### config.mk
export PLATFORM = sky130hd
export DESIGN_NAME = mem_access_ctrl
export DESIGN_NICKNAME = d
export VERILOG_FILES = /design/src/rtl/mem_pkg.sv /design/src/rtl/mem_lane_align.sv /design/src/rtl/mem_access_ctrl.sv
export SDC_FILE = /design/constraint.sdc
export NUM_CORES = 1
export LEC_CHECK = 0
export ABC_CLOCK_PERIOD_IN_PS = 2100
export CORE_MARGIN = 1
export CORE_UTILIZATION = 42
export CTS_CLUSTER_DIAMETER = 100
export CTS_CLUSTER_SIZE = 28
export DETAILED_ROUTE_END_ITERATION = 6
export PLACE_DENSITY = 0.75
export SYNTH_ARGS = -nofsm -noshare
export SYNTH_HDL_FRONTEND = slang
export SYNTH_SLANG_ARGS = --single-unit
### constraint.sdc
create_clock -name clk -period 2.1 [get_ports clk]
set_input_delay 0.42 -clock clk [delete_from_list [all_inputs] [get_ports clk]]
set_output_delay 0.42 -clock clk [all_outputs]
set_load 0.05 [all_outputs]
### src/rtl/mem_pkg.sv
// Shared definitions for the data-memory access stage: FSM encoding, RV32I
// size codes, timeout default and request legality helpers.
package mem_pkg;

    typedef enum logic [1:0] {
        ST_IDLE = 2'd0,
        ST_BUSY = 2'd1,
        ST_DONE = 2'd2
    } state_e;

    localparam int TIMEOUT_DEFAULT = 255;

    localparam logic [2:0] F3_B  = 3'b000;
    localparam logic [2:0] F3_H  = 3'b001;
    localparam logic [2:0] F3_W  = 3'b010;
    localparam logic [2:0] F3_BU = 3'b100;
    localparam logic [2:0] F3_HU = 3'b101;

    function automatic logic f3_legal(input logic is_store, input logic [2:0] f3);
        logic ok;
        case (f3)
            F3_B, F3_H, F3_W: ok = 1'b1;
            F3_BU, F3_HU:     ok = ~is_store;
            default:          ok = 1'b0;
        endcase
        return ok;
    endfunction

    function automatic logic misaligned(input logic [2:0] f3, input logic [1:0] byte_off);
        logic bad;
        case (f3[1:0])
            2'b01:   bad = byte_off[0];
            2'b10:   bad = (byte_off != 2'b00);
            default: bad = 1'b0;
        endcase
        return bad;
    endfunction

endpackage

### src/rtl/mem_lane_align.sv
// Byte-lane steering between the LSB-justified core view and the word bus.
// Purely combinational: store enables/replication and load extract/extend.
module mem_lane_align
    import mem_pkg::*;
(
    input  logic [2:0]  funct3,
    input  logic [1:0]  byte_off,
    input  logic        is_write,
    input  logic [31:0] wdata,
    input  logic [31:0] rdata,
    output logic [3:0]  be,
    output logic [31:0] wdata_lanes,
    output logic [31:0] rdata_ext
);

    logic [31:0] rdata_shifted;
    logic [7:0]  rd_byte;
    logic [15:0] rd_half;

    always_comb begin
        rdata_shifted = rdata >> {byte_off, 3'b000};
        rd_byte       = rdata_shifted[7:0];
        rd_half       = rdata_shifted[15:0];
    end

    always_comb begin
        be          = 4'hF;
        wdata_lanes = '0;
        if (is_write) begin
            case (funct3)
                F3_B: begin
                    be          = 4'b0001 << byte_off;
                    wdata_lanes = {4{wdata[7:0]}};
                end
                F3_H: begin
                    be          = 4'b0011 << byte_off;
                    wdata_lanes = {2{wdata[15:0]}};
                end
                F3_W: begin
                    be          = 4'hF;
                    wdata_lanes = wdata;
                end
                default: begin
                    be          = 4'h0;
                    wdata_lanes = '0;
                end
            endcase
        end
    end

    always_comb begin
        rdata_ext = '0;
        case (funct3)
            F3_B:    rdata_ext = {{24{rd_byte[7]}}, rd_byte};
            F3_H:    rdata_ext = {{16{rd_half[15]}}, rd_half};
            F3_W:    rdata_ext = rdata;
            F3_BU:   rdata_ext = {24'd0, rd_byte};
            F3_HU:   rdata_ext = {16'd0, rd_half};
            default: rdata_ext = '0;
        endcase
    end

endmodule

### src/rtl/mem_access_ctrl.sv
// MEM-stage load/store to word-wide req/ack bridge; stalls the pipeline via
// ramReady while a transaction is outstanding, faults bad or timed-out accesses.
module mem_access_ctrl
    import mem_pkg::*;
#(
    parameter int TIMEOUT = TIMEOUT_DEFAULT
) (
    input  logic        clk,
    input  logic        rst_n,
    input  logic        memRead,
    input  logic        memWrite,
    input  logic [2:0]  funct3,
    input  logic [31:0] addr,
    input  logic [31:0] writeData,
    output logic        ramReady,
    output logic [31:0] readData,
    output logic        accessFault,
    output logic        memReq,
    output logic        memWe,
    output logic [31:0] memAddr,
    output logic [3:0]  memBe,
    output logic [31:0] memWdata,
    input  logic        memAck,
    input  logic [31:0] memRdata
);

    localparam int CW = $clog2(TIMEOUT + 1);

    state_e      state_q, state_d;
    logic        mem_req_q, mem_req_d;
    logic        mem_we_q, mem_we_d;
    logic        access_fault_q, access_fault_d;
    logic [31:0] read_data_q, read_data_d;
    logic [31:0] addr_q, addr_d;
    logic [31:0] wdata_q, wdata_d;
    logic [2:0]  f3_q, f3_d;
    logic [CW-1:0] cnt_q, cnt_d;

    logic        any_req;
    logic        both_req;
    logic        req_ok;
    logic        valid_req;
    logic        fault_req;
    logic [CW-1:0] cnt_inc;
    logic        timeout_hit;

    logic [3:0]  lane_be;
    logic [31:0] lane_wdata;
    logic [31:0] lane_rdata;

    always_comb begin
        any_req   = memRead | memWrite;
        both_req  = memRead & memWrite;
        req_ok    = f3_legal(memWrite, funct3) && !misaligned(funct3, addr[1:0]);
        valid_req = any_req && !both_req && req_ok;
        fault_req = any_req && !valid_req;
    end

    always_comb begin
        cnt_inc     = cnt_q + CW'(1);
        timeout_hit = (cnt_inc == CW'(TIMEOUT));
    end

    // Lanes are driven from the captured request so the bus stays stable in BUSY.
    mem_lane_align u_lane_align (
        .funct3      (f3_q),
        .byte_off    (addr_q[1:0]),
        .is_write    (mem_we_q),
        .wdata       (wdata_q),
        .rdata       (memRdata),
        .be          (lane_be),
        .wdata_lanes (lane_wdata),
        .rdata_ext   (lane_rdata)
    );

    always_comb begin
        state_d        = state_q;
        mem_req_d      = mem_req_q;
        mem_we_d       = mem_we_q;
        access_fault_d = 1'b0;
        read_data_d    = read_data_q;
        addr_d         = addr_q;
        wdata_d        = wdata_q;
        f3_d           = f3_q;
        cnt_d          = cnt_q;

        case (state_q)
            ST_IDLE: begin
                if (valid_req) begin
                    state_d   = ST_BUSY;
                    mem_req_d = 1'b1;
                    mem_we_d  = memWrite;
                    addr_d    = addr;
                    wdata_d   = writeData;
                    f3_d      = funct3;
                    cnt_d     = '0;
                end else if (fault_req) begin
                    access_fault_d = 1'b1;
                    read_data_d    = '0;
                end
            end
            ST_BUSY: begin
                if (memAck) begin
                    state_d   = ST_DONE;
                    mem_req_d = 1'b0;
                    if (!mem_we_q) begin
                        read_data_d = lane_rdata;
                    end
                end else if (timeout_hit) begin
                    state_d        = ST_DONE;
                    mem_req_d      = 1'b0;
                    access_fault_d = 1'b1;
                    read_data_d    = '0;
                end else begin
                    cnt_d = cnt_inc;
                end
            end
            ST_DONE: begin
                // Request inputs still show the finished instruction; ignore them.
                state_d  = ST_IDLE;
                mem_we_d = 1'b0;
            end
            default: begin
                state_d   = ST_IDLE;
                mem_req_d = 1'b0;
            end
        endcase
    end

    always_ff @(posedge clk) begin
        if (!rst_n) begin
            state_q        <= ST_IDLE;
            mem_req_q      <= 1'b0;
            mem_we_q       <= 1'b0;
            access_fault_q <= 1'b0;
            read_data_q    <= '0;
            addr_q         <= '0;
            wdata_q        <= '0;
            f3_q           <= '0;
            cnt_q          <= '0;
        end else begin
            state_q        <= state_d;
            mem_req_q      <= mem_req_d;
            mem_we_q       <= mem_we_d;
            access_fault_q <= access_fault_d;
            read_data_q    <= read_data_d;
            addr_q         <= addr_d;
            wdata_q        <= wdata_d;
            f3_q           <= f3_d;
            cnt_q          <= cnt_d;
        end
    end

    always_comb begin
        ramReady = 1'b1;
        if (rst_n) begin
            case (state_q)
                ST_IDLE: ramReady = ~valid_req;
                ST_BUSY: ramReady = 1'b0;
                ST_DONE: ramReady = 1'b1;
                default: ramReady = 1'b1;
            endcase
        end
    end

    always_comb begin
        readData    = read_data_q;
        accessFault = access_fault_q;
        memReq      = mem_req_q;
        memWe       = mem_we_q;
        memAddr     = {addr_q[31:2], 2'b00};
        memBe       = rst_n ? lane_be : 4'h0;
        memWdata    = rst_n ? lane_wdata : 32'h0;
    end

endmodule

==> metrics.md, run 1 <==
| Metric | Value |
|---|---|
| Fill cell count | `1120` |
| Setup TNS | `-1.98 ps` |
| Final HPWL DP | `13.5 mm` |
| Lkg Pwr | `0.00363 uW` |
| Pre-antenna DRT Iters | `5` |
| Die area | `14800 sq um` |
| CP Cell Sequence | `buf_6, nor2b_4, or2_4, a22oi_2, nor2_4, buf_12` |
| Area added between synthesis and finish | `60.8%` |
| IO Port Bufs | `205` |
| Top cell type's share of synthesized area | `0.373` |
| Fin nets | `1123` |
| Unique masters post-synth | `50` |
| Seq cells post-synth | `112` |
| Synth Cell Area | `6020 sq um` |
| Max_slew headroom | `0.648` |
| Die Width | `122 um` |
| Worst Path Buf+Inv | `2` |
| DP Cell Count | `1169` |
| CTS tree | `built` |
| Post-Syn Instances | `813` |
| Root Driver | `clkbuf_16` |
| Final Hold Fails | `0` |
| Final period util | `1.00` |
| Ys Warns | `0` |
| Finished Layout Cells | `1199` |
| # hold bufs at CTS | `0` |
| Share of layout cells above drive strength 1 | `0.225` |
| Largest area contributor in the netlist | `dfxtp_1` |
| Fin. max-slew vios | `0` |
| Row cnt | `43` |
| Clk sinks | `112` |
| Diode count | `0` |
| Sequential-to-total area share from yosys stat | `0.373` |
| Worst-path maximum fanout | `6` |
| Die height | `122 um` |
| Mean post-synth cell area | `7.40 sq um` |
| DR WL/cell | `15.9 um` |
| # IOs | `208` |
| CTS Buffer Depth | `2` |
| Grt peak-use layer | `met2` |
| Clock Latency Late Sink | `370 ps` |
| Clock transition at path regs | `70 ps` |
| DR vias | `6322` |
| Delay-heaviest family, CP | `flip-flops` |
| EDFF count, synth | `0` |
| Largest net degree at the start of global routing | `41` |
| Crit path capture type | `primary output` |
| Crit Path Class | `reg2out` |
| Final ANT Viol Nets | `0` |
| Setup Skew | `8.83 ps` |
| Max-cap violations | `0` |
| Tmin final | `2100 ps` |
| # setup viols final | `1` |
| M1 GR Usage | `0.303` |
| M3 GR Usage | `0.0712` |
| Failing checks | `negative setup slack` |
| F_max | `476 MHz` |
| Iter 0 DRT Violations | `449` |
| Power per cell area | `582 nW/um^2` |
| First-pass GRT wire length | `29.1 mm` |
| FFs w/ async S/R, synth | `0` |
| Post-synth top cells | `nand2_1 (210), dfxtp_1 (112), a21oi_1 (101)` |
| Slowest cell on crit path | `dfxtp_4` |
| H-tree levels | `3` |
| Status | `complete, but fails checks` |
| Count leader, synth | `nand2_1` |
| Remaining global-route overflow | `0` |
| Post-DR vias/cell | `5.27` |
| Initial antenna violation count | `0` |
| Largest stage delay, worst path | `400 ps` |
| Total wire length | `19.1 mm` |
| Routability cong. | `0.924` |
| Ys flop type | `dfxtp_1` |
| DRC Markers | `0` |
| Number of global-route vias before repair | `5918` |
| CP startpoint kind | `register` |
| Type of the tightest min-delay check | `in2reg` |
| Worst Tran Pin Value | `526 ps` |
| Worst EP required | `1680 ps` |
| Largest cells by area after synthesis | `dfxtp_1 (37%), nand2_1 (13%), a21oi_1 (8.4%)` |
| Initial Util | `0.432` |
| Inserted Clock Buffers | `9` |
| Critical Path AT | `1680 ps` |
| Core Box Area | `13900 sq um` |
| GR met2 Demand/Resource | `0.427` |
| GR Util All Layers | `0.251` |
| Max VDD drop | `0.492 mV` |
| Worst Slack Setup Final | `-1.98 ps` |
| Unrepaired setup endpoints after global routing | `yes` |
## path summary, 6_finish.rpt
kind / cells after the start / slack, ps / startpoint / endpoint
max: 6 / -2 / f3_q[1] / memWdata[14]
min: 3 / 320 / funct3[0] / f3_q[0]
min reg2reg: 2 / 460 / addr_q[14] / addr_q[14]
max reg2reg: 7 / 30 / cnt_q[3] / cnt_q[0]
## cell families (layout without fill, tap and decap cells)
| kind of cell | count (synthesis) | count (layout) | synth area share |
|---|---|---|---|
| buf+inv | 110 | 315 | 0.0988 |
| xor+xnor | 1 | 1 | 0.00146 |
| compound gates | 206 | 206 | 0.202 |
| simple gates | 339 | 339 | 0.248 |
| fa+ha+maj | 5 | 5 | 0.0104 |
| mux | 39 | 39 | 0.0653 |
| flops | 112 | 112 | 0.373 |
| other cells | 1 | 2 | 0.000623 |
## state kept, by name, indices dropped and copies added (netlist names)
| name | count |
|---|---|
| accessFault | 1 |
| addr_q | 32 |
| cnt_q | 8 |
| f3_q | 3 |
| memReq | 1 |
| memWe | 1 |
| readData | 32 |
| state_q | 2 |
| wdata_q | 32 |
## per-layer routing
metal / vias to the layer above / routed length [um]
met3: 31 / 1620
li1: 3108 / -
met1: 2946 / 7920
met2: 237 / 9240
met5: - / 0
met4: 0 / 342
## per-stage QoR
step	worst slack [ps]	utilization	hold slack, ps	cell area (sq um)	power (uW)
final	-1.98	0.694	323	9670	5620
after global routing	-43.9	0.694	318	9670	5850
after CTS	-55.3	0.673	400	9380	5590
after detailed placement	-536	0.643	446	8960	3830
after global placement	-482	0.643	441	8960	3810
after floorplan	-112	-	436	6250	3260
## placed cells by master (no fill, tap or decap), types with 18 or more instances in the layout
| cell | n |
|---|---|
| a21oi_1 | 88 |
| a22oi_1 | 18 |
| and3_1 | 18 |
| buf_12 | 49 |
| buf_4 | 56 |
| clkdlybuf4s50_1 | 161 |
| dfxtp_1 | 102 |
| mux2i_1 | 37 |
| nand2_1 | 208 |
| nor2_1 | 28 |
| nor2_4 | 25 |
| o21ai_0 | 38 |
## final cells by class
type / instances / area [sq um] / share of cell area
clock buffers: 9 / 225 / 0.0233
clock inverters: 7 / 75.1 / 0.00776
inverters: 16 / 60.1 / 0.00621
multi-input cells: 592 / 3620 / 0.374
flip-flops and latches: 112 / 2270 / 0.235
well taps: 180 / 225 / 0.0233
repair buffers: 283 / 3200 / 0.330
## power breakdown
group / total, uW / leakage [uW] / internal [uW] / switching [uW]
clock: 1740 / 0.000148 / 844 / 900
sequential: 2290 / 0.000916 / 2220 / 75.2
combinational: 1590 / 0.00256 / 711 / 875
total: 5620 / 0.00363 / 3770 / 1850
## worst reg2reg max path, stage by stage (launching register included)
cell and delay (ps):
dfxtp_4 370, nand4_1 130, or3_4 410, a221oi_4 300
a31oi_4 180, buf_6 160, or2_4 260, o31ai_2 170
## repair_timing
| item | 4_1_cts | 5_1_grt |
|---|---|---|
| gates resized for setup | 43 | 57 |
| setup buffers | 2 | 10 |
| pin swaps | 3 | 20 |
| gates cloned | 0 | 2 |
| endpoints found under the setup margin | 147 | 67 |
(Power assumes the default switching activity.)
==> inputs of run 2 (changes only) <==
--- a/config.mk
+++ b/config.mk
@@ -5,13 +5,13 @@
 export SDC_FILE = /design/constraint.sdc
 export NUM_CORES = 1
 export LEC_CHECK = 0
-export ABC_CLOCK_PERIOD_IN_PS = 2100
+export ABC_CLOCK_PERIOD_IN_PS = 2400
 export CORE_MARGIN = 1
 export CORE_UTILIZATION = 42
 export CTS_CLUSTER_DIAMETER = 100
 export CTS_CLUSTER_SIZE = 28
 export DETAILED_ROUTE_END_ITERATION = 6
-export PLACE_DENSITY = 0.75
+export PLACE_DENSITY = 0.72
 export SYNTH_ARGS = -nofsm -noshare
 export SYNTH_HDL_FRONTEND = slang
 export SYNTH_SLANG_ARGS = --single-unit
==> constraint.sdc (replaced) <==
create_clock -name clk -period 2.4 [get_ports clk]
set_input_delay 0.48 -clock clk [delete_from_list [all_inputs] [get_ports clk]]
set_output_delay 0.48 -clock clk [all_outputs]
set_load 0.05 [all_outputs]
==> run 2 against run 1 <==
  * Die area unchanged
  * Wire length decreased by 7.2%
  * The run now ends clean
  * Via count fell by 5.0%
  * First-iteration DRC count down 1.6%
  * Flip-flop and latch count did not move
  * Core utilization fell by 4.3 points
  * Sequential share of layout area increased by 1.4 points
  * Critical path type unchanged
  * Register-to-register slack better by 140 ps
  * Setup slack better by 78 ps
==> metrics.md, run 2 (same netlist as run 1, synthesis figures left out) <==
| Metric | Value |
|---|---|
| Max-cap violations | `0 (unchanged)` |
| Clock transition at path regs | `80 ps (was 70 ps)` |
| Crit path capture type | `primary output (unchanged)` |
| Fin. max-slew vios | `0 (unchanged)` |
| Initial antenna violation count | `0 (unchanged)` |
| Slowest cell on crit path | `and2_1 (was dfxtp_4)` |
| Most common cell after layout, fill and taps aside | `nand2_1 (unchanged)` |
| Power per cell area | `541 nW/um^2 (was 582 nW/um^2)` |
| Die area | `14800 sq um (unchanged)` |
| Fin nets | `1092 (was 1123)` |
| DR WL/cell | `15.2 um (was 15.9 um)` |
| # hold bufs at CTS | `0 (unchanged)` |
| Diode count | `0 (unchanged)` |
| Dpl ws | `-308 ps (was -536 ps)` |
| Core Box Area | `13900 sq um (unchanged)` |
| IO Port Bufs | `205 (unchanged)` |
| H-tree levels | `3 (unchanged)` |
| Root Driver | `clkbuf_16 (unchanged)` |
| Pre-antenna DRT Iters | `5 (unchanged)` |
| # IOs | `208 (unchanged)` |
| Most frequent cells in the layout | `nand2_1 (210), clkdlybuf4s50_1 (164), dfxtp_1 (106) (was nand2_1 (208), clkdlybuf4s50_1 (161), dfxtp_1 (102))` |
| Largest net degree at the start of global routing | `43 (was 41)` |
| Lkg Pwr | `0.00342 uW (was 0.00363 uW)` |
| Delay-heaviest family, CP | `simple AND/OR/NAND/NOR gates (was flip-flops)` |
| Remaining global-route overflow | `0 (unchanged)` |
| Final period util | `0.968` |
| # setup viols final | `0 (was 1)` |
| Number of global-route vias before repair | `5561 (was 5918)` |
| Total wire length | `17.7 mm (was 19.1 mm)` |
| Setup Skew | `6.75 ps (was 8.83 ps)` |
| Placement Cell Area | `8670 sq um (was 8960 sq um)` |
| Die height | `122 um (unchanged)` |
| Worst Tran Pin Value | `569 ps (was 526 ps)` |
| Largest stage delay, worst path | `400 ps (about the same)` |
| Total Power | `4910 uW (was 5620 uW)` |
| Share of layout cells above drive strength 1 | `0.158 (was 0.225)` |
| Tmin final | `2320 ps` |
| Worst EP required | `1920 ps (was 1680 ps)` |
| Inserted Clock Buffers | `9 (unchanged)` |
| Worst Path Buf+Inv | `1 (was 2)` |
| Path depth of the worst reg2reg path | `7 (unchanged)` |
| Clk sinks | `112 (unchanged)` |
| Crit Path Class | `reg2out (unchanged)` |
| Post-route design area | `9070 sq um (was 9670 sq um)` |
| Clock Latency Late Sink | `360 ps (was 370 ps)` |
| CTS Buffer Depth | `2 (unchanged)` |
| F_max | `430 MHz` |
| Final HPWL DP | `13.1 mm (was 13.5 mm)` |
| Final Hold Fails | `0 (unchanged)` |
| Post-DR vias/cell | `5.14 (was 5.27)` |
| Worst Slack Setup Final | `76.5 ps (was -1.98 ps)` |
| Status | `completed (was complete, but fails checks)` |
| Final ANT Viol Nets | `0 (unchanged)` |
| CP Depth | `5 (was 6)` |
| Max_slew headroom | `0.616 (was 0.648)` |
| DRC Markers | `0 (unchanged)` |
| DR vias | `6004 (was 6322)` |
| CP Cell Sequence | `nor2_1, and2_1, a22oi_1, nor2_2, buf_12 (was buf_6, nor2b_4, or2_4, a22oi_2, nor2_4, buf_12)` |
| Critical Path AT | `1840 ps (was 1680 ps)` |
| Type of the tightest min-delay check | `in2reg (unchanged)` |
| Worst-path maximum fanout | `9 (was 6)` |
| Die Width | `122 um (unchanged)` |
| Fill cell count | `1187 (was 1120)` |
| Initial Util | `0.432 (unchanged)` |
| Worst hold stages | `3 (unchanged)` |
| GR Util All Layers | `0.242 (was 0.251)` |
| Iter 0 DRT Violations | `442 (was 449)` |
| Row cnt | `43 (unchanged)` |
| First-pass GRT wire length | `27.9 mm (was 29.1 mm)` |
| Area added between synthesis and finish | `50.8% (was 60.8%)` |
| Max VDD drop | `0.464 mV (was 0.492 mV)` |
| CP startpoint kind | `register (unchanged)` |
| Routability cong. | `0.873 (was 0.924)` |
| CTS tree | `built (unchanged)` |
run 2: final timing paths:
| path | start | to | slack (ps) |
|---|---|---|---|
| worst max-delay path | f3_q[2] | memWdata[19] | 80 |
| worst min-delay path | funct3[0] | f3_q[0] | 430 |
| worst max register to register | cnt_q[0] | readData[12] | 170 |
| worst min register to register | wdata_q[29] | wdata_q[29] | 460 |
run 2: metrics by stage:
step	utilization	TNS [ps]	hold slack, ps	instances
2_1_floorplan	-	-2290	436	814
3_3_place_gp	0.622	-20150	441	1149
3_5_place_dp	0.622	-22030	448	1149
4_1_cts	0.646	-145	458	1165
5_1_grt	0.651	-7.33	444	1168
6_report	0.651	0	435	1168
run 2: cell type report:
cell class / instances / area [sq um] / share of cell area
flip-flops and latches: 112 / 2250 / 0.248
clock inverters: 7 / 96.3 / 0.0106
repair buffers: 252 / 2910 / 0.321
multi-input cells: 592 / 3300 / 0.364
well taps: 180 / 225 / 0.0248
inverters: 16 / 60.1 / 0.00662
clock buffers: 9 / 225 / 0.0248
run 2: worst register-to-register path, stage by stage (launching register included):
cell      delay (ps)
dfxtp_1          450
nand3_2          150
or3_4            400
a221oi_2         340
a31oi_4          220
nor2_8           180
buf_12           190
mux2i_1          230
run 2: metal layers:
metal	vias up	routed length, um	GRT usage
met5	-	0	0
met4	0	305	0.0826
met3	22	1560	0.0712
met2	208	8410	0.404
met1	2740	7460	0.296
li1	3034	-	-
run 2: timing repair:
| item | 4_1_cts | 5_1_grt |
|---|---|---|
| gates resized for setup | 5 | 17 |
| setup buffers | 0 | 3 |
| pin swaps | 0 | 4 |
| setup endpoints to repair | 27 | 55 |
run 2: report_power, final:
part	internal, uW	switching, uW
Clock	845	794
Combinational	559	696
Sequential	1950	70.4
==> inputs of run 3 (changes only) <==
--- a/config.mk
+++ b/config.mk
@@ -5,6 +5,7 @@
 export SDC_FILE = /design/constraint.sdc
 export NUM_CORES = 1
 export LEC_CHECK = 0
+export ABC_AREA = 1
 export ABC_CLOCK_PERIOD_IN_PS = 2400
 export CORE_MARGIN = 1
 export CORE_UTILIZATION = 42
==> run 3 against run 2 <==
  * Non-clock buffer count down 9
  * Clock power down 2%
  * First-iteration DRC count down 12%
  * Sequential share of layout area down 0.076 points
  * Die area up 2.0%
  * Setup slack worse by 11 ps
  * Synthesized area up 2.0%
  * Critical path type unchanged
  * Largest cell class unchanged
==> metrics.md, run 3 <==
| Metric | Value |
|---|---|
| Status | `completed (unchanged)` |
| First-pass GRT wire length | `30.0 mm (was 27.9 mm)` |
| Mean post-synth cell area | `6.45 sq um (was 7.40 sq um)` |
| Iter 0 DRT Violations | `390 (was 442)` |
| Slowest cell on crit path | `dfxtp_1 (was and2_1)` |
| Fin nets | `1224 (was 1092)` |
| Pre-antenna DRT Iters | `5 (unchanged)` |
| Worst-path maximum fanout | `24 (was 9)` |
| Most frequent cells in the layout | `nand2_1 (213), clkdlybuf4s50_1 (163), inv_1 (120) (was nand2_1 (210), clkdlybuf4s50_1 (164), dfxtp_1 (106))` |
| Share of layout cells above drive strength 1 | `0.121 (was 0.158)` |
| Worst Slack Setup Final | `65.5 ps (was 76.5 ps)` |
| Final Hold Fails | `0 (unchanged)` |
| Power per cell area | `643 nW/um^2 (was 541 nW/um^2)` |
| Largest stage delay, worst path | `360 ps (was 400 ps)` |
| Hold path start | `addr_q[7] (was funct3[0])` |
| Lkg Pwr | `0.00394 uW (was 0.00342 uW)` |
| Final ANT Viol Nets | `0 (unchanged)` |
| Crit path capture type | `primary output (unchanged)` |
| Count leader, synth | `nand2_1 (unchanged)` |
| CP Cell Sequence | `inv_2, nand2_2, nor2_4, o211ai_4, buf_12, inv_8, a32oi_1, inv_1, buf_12 (was nor2_1, and2_1, a22oi_1, nor2_2, buf_12)` |
| Row cnt | `43 (unchanged)` |
| Largest cells by area after synthesis | `dfxtp_1 (37%), nand2_1 (13%), a21oi_1 (9.7%) (was dfxtp_1 (37%), nand2_1 (13%), a21oi_1 (8.4%))` |
| Post-Syn Instances | `951 (was 813)` |
| Cell mode on critical path | `buf_12` |
| Die height | `123 um (was 122 um)` |
| F_max | `428 MHz (was 430 MHz)` |
| Initial antenna violation count | `0 (unchanged)` |
| Core Box Area | `14000 sq um (was 13900 sq um)` |
| Path depth of the worst reg2reg path | `13 (was 7)` |
| Root Driver | `clkbuf_16 (unchanged)` |
| CP startpoint kind | `register (unchanged)` |
| Worst Path Buf+Inv | `5 (was 1)` |
| Top cell type's share of synthesized area | `0.365 (was 0.373)` |
| Setup TNS | `0 ps (unchanged)` |
| Largest area contributor in the netlist | `dfxtp_1 (unchanged)` |
| Delay-heaviest family, CP | `buffers and inverters (was simple AND/OR/NAND/NOR gates)` |
| Routability cong. | `0.870 (was 0.873)` |
| Dpl ws | `-296 ps (was -308 ps)` |
| Worst hold stages | `2 (was 3)` |
| Unique masters post-synth | `29 (was 50)` |
| Hold Path End | `addr_q[7] (was f3_q[0])` |
| DR vias | `6512 (was 6004)` |
| Die area | `15100 sq um (was 14800 sq um)` |
| Switching share of power | `0.370 (was 0.318)` |
| Fill cell count | `1283 (was 1187)` |
| Inserted Clock Buffers | `9 (unchanged)` |
| Final HPWL DP | `13.9 mm (was 13.1 mm)` |
| FFs w/ async S/R, synth | `0 (unchanged)` |
| Internal power | `3680 uW (was 3350 uW)` |
| Clock Latency Late Sink | `360 ps (about the same)` |
| EDFF count, synth | `0 (unchanged)` |
| Clock transition at path regs | `80 ps (about the same)` |
| H-tree levels | `3 (unchanged)` |
| Worst EP required | `1920 ps (about the same)` |
| Switching Power | `2160 uW (was 1560 uW)` |
| R2r setup slk | `370 ps (was 170 ps)` |
| # IOs | `208 (unchanged)` |
| CTS tree | `built (unchanged)` |
| Initial Util | `0.437 (was 0.432)` |
| Ys Warns | `0 (unchanged)` |
| Diode count | `0 (unchanged)` |
| Type of the tightest min-delay check | `reg2reg (was in2reg)` |
| Clk sinks | `112 (unchanged)` |
| Ys flop type | `dfxtp_1 (unchanged)` |
| Sequential power share | `0.370 (was 0.411)` |
| DRC Markers | `0 (unchanged)` |
| IO Port Bufs | `205 (unchanged)` |
| CTS Buffer Depth | `2 (unchanged)` |
| Seq cells post-synth | `112 (unchanged)` |
| # hold bufs at CTS | `0 (unchanged)` |
| Number of global-route vias before repair | `6155 (was 5561)` |
| Max-cap violations | `0 (unchanged)` |
| Setup Skew | `6.67 ps (was 6.75 ps)` |
| Hold_ws | `443 ps (was 435 ps)` |
| Die Width | `123 um (was 122 um)` |
| Total wire length | `18.8 mm (was 17.7 mm)` |
| Synth Cell Area | `6140 sq um (was 6020 sq um)` |
| Clock Power Share | `0.273 (was 0.334)` |
| # setup viols final | `0 (unchanged)` |
| Area added between synthesis and finish | `47.9% (was 50.8%)` |
| Post-DR vias/cell | `5.01 (was 5.14)` |
| DR WL/cell | `14.4 um (was 15.2 um)` |
| Max_slew headroom | `0.610 (was 0.616)` |
| Sequential-to-total area share from yosys stat | `0.365 (was 0.373)` |
| Crit Path Class | `reg2out (unchanged)` |
| Remaining global-route overflow | `0 (unchanged)` |
| Worst Tran Pin Value | `582 ps (was 569 ps)` |
| Fin. max-slew vios | `0 (unchanged)` |
| Tmin final | `2330 ps (was 2320 ps)` |
| RR Startpoint | `cnt_q[0] (unchanged)` |
| Comb power frac | `0.357 (was 0.256)` |
| Max VDD drop | `0.293 mV (was 0.464 mV)` |
| Most common cell after layout, fill and taps aside | `nand2_1 (unchanged)` |
| Final period util | `0.973 (was 0.968)` |
| Critical Path AT | `1850 ps (was 1840 ps)` |
| GR Util All Layers | `0.256 (was 0.242)` |
| Critical R2R Capture | `cnt_q[7] (was readData[12])` |
| Largest net degree at the start of global routing | `65 (was 43)` |
| Post-synth top cells | `nand2_1 (217), inv_1 (124), a21oi_1 (119) (was nand2_1 (210), dfxtp_1 (112), a21oi_1 (101))` |
run 3: worst max-delay path by stage:
stage / start / end / slack [ps] / cells after the start
floorplan: rst_n / memWdata[17] / -170 / 5
global placement: memWrite / ramReady / -190 / 9
detailed placement: memWrite / readData[24] / -300 / 12
CTS: f3_q[0] / memWdata[9] / -10 / 9
global route: f3_q[1] / memWdata[18] / -1 / 9
finish: f3_q[1] / memWdata[17] / 70 / 9
run 3: tightest hold or removal path: cells and delay by family, from the launching register on:
kind                   cells  cell delay, ps
buffers and inverters      1              40
DFF                        1             310
AOI/OAI and AO/OA          1              50
run 3: metal layers:
layer	share of wire	vias up	global-route usage
li1	-	3343	-
met1	0.41	2891	0.300
met2	0.47	231	0.428
met3	0.083	47	0.0747
met4	0.035	0	0.120
met5	0	-	0
run 3: cell families (layout without fill, tap and decap cells):
logic type	count (synthesis)	count (layout)	share of synthesized area
compound gates	237	237	0.206
fa+ha+maj	5	5	0.0102
buf+inv	220	388	0.164
flops	112	112	0.365
other cells	1	2	0.000611
simple gates	376	376	0.254
run 3: power by group through the flow:
stage	registers (uW)	clock network (uW)	logic [uW]
2_1_floorplan	2440	0	1080
3_3_place_gp	2200	0	2020
3_5_place_dp	2200	0	2040
4_1_cts	2160	1630	2070
5_1_grt	2180	1710	2270
6_report	2160	1600	2090
run 3: metrics by stage:
stage               power, uW  cells   util  area (sq um)
finish                   5840   1300  0.647          9080
global route             6160   1300  0.647          9080
CTS                      5860   1299  0.643          9020
detailed placement       4240   1280  0.614          8620
global placement         4220   1280  0.614          8620
floorplan                3530    952      -          6160
run 3: what timing repair did:
| item | CTS | global route |
|---|---|---|
| gates resized for setup | 18 | 20 |
| buffers inserted | 3 | 1 |
| hold endpoints to repair | 0 | 0 |
| pin swaps | 2 | 7 |
| endpoints found under the setup margin | 29 | 30 |
run 3: final cells by class:
type,count,area (sq um),area share
Tap cell,180,225,0.0248
Clock buffer,9,225,0.0248
Sequential cell,112,2250,0.247
Timing Repair Buffer,243,2790,0.307
Multi-Input combinational cell,620,3010,0.332
Clock inverter,7,86.3,0.00951
Inverter,129,494,0.0544
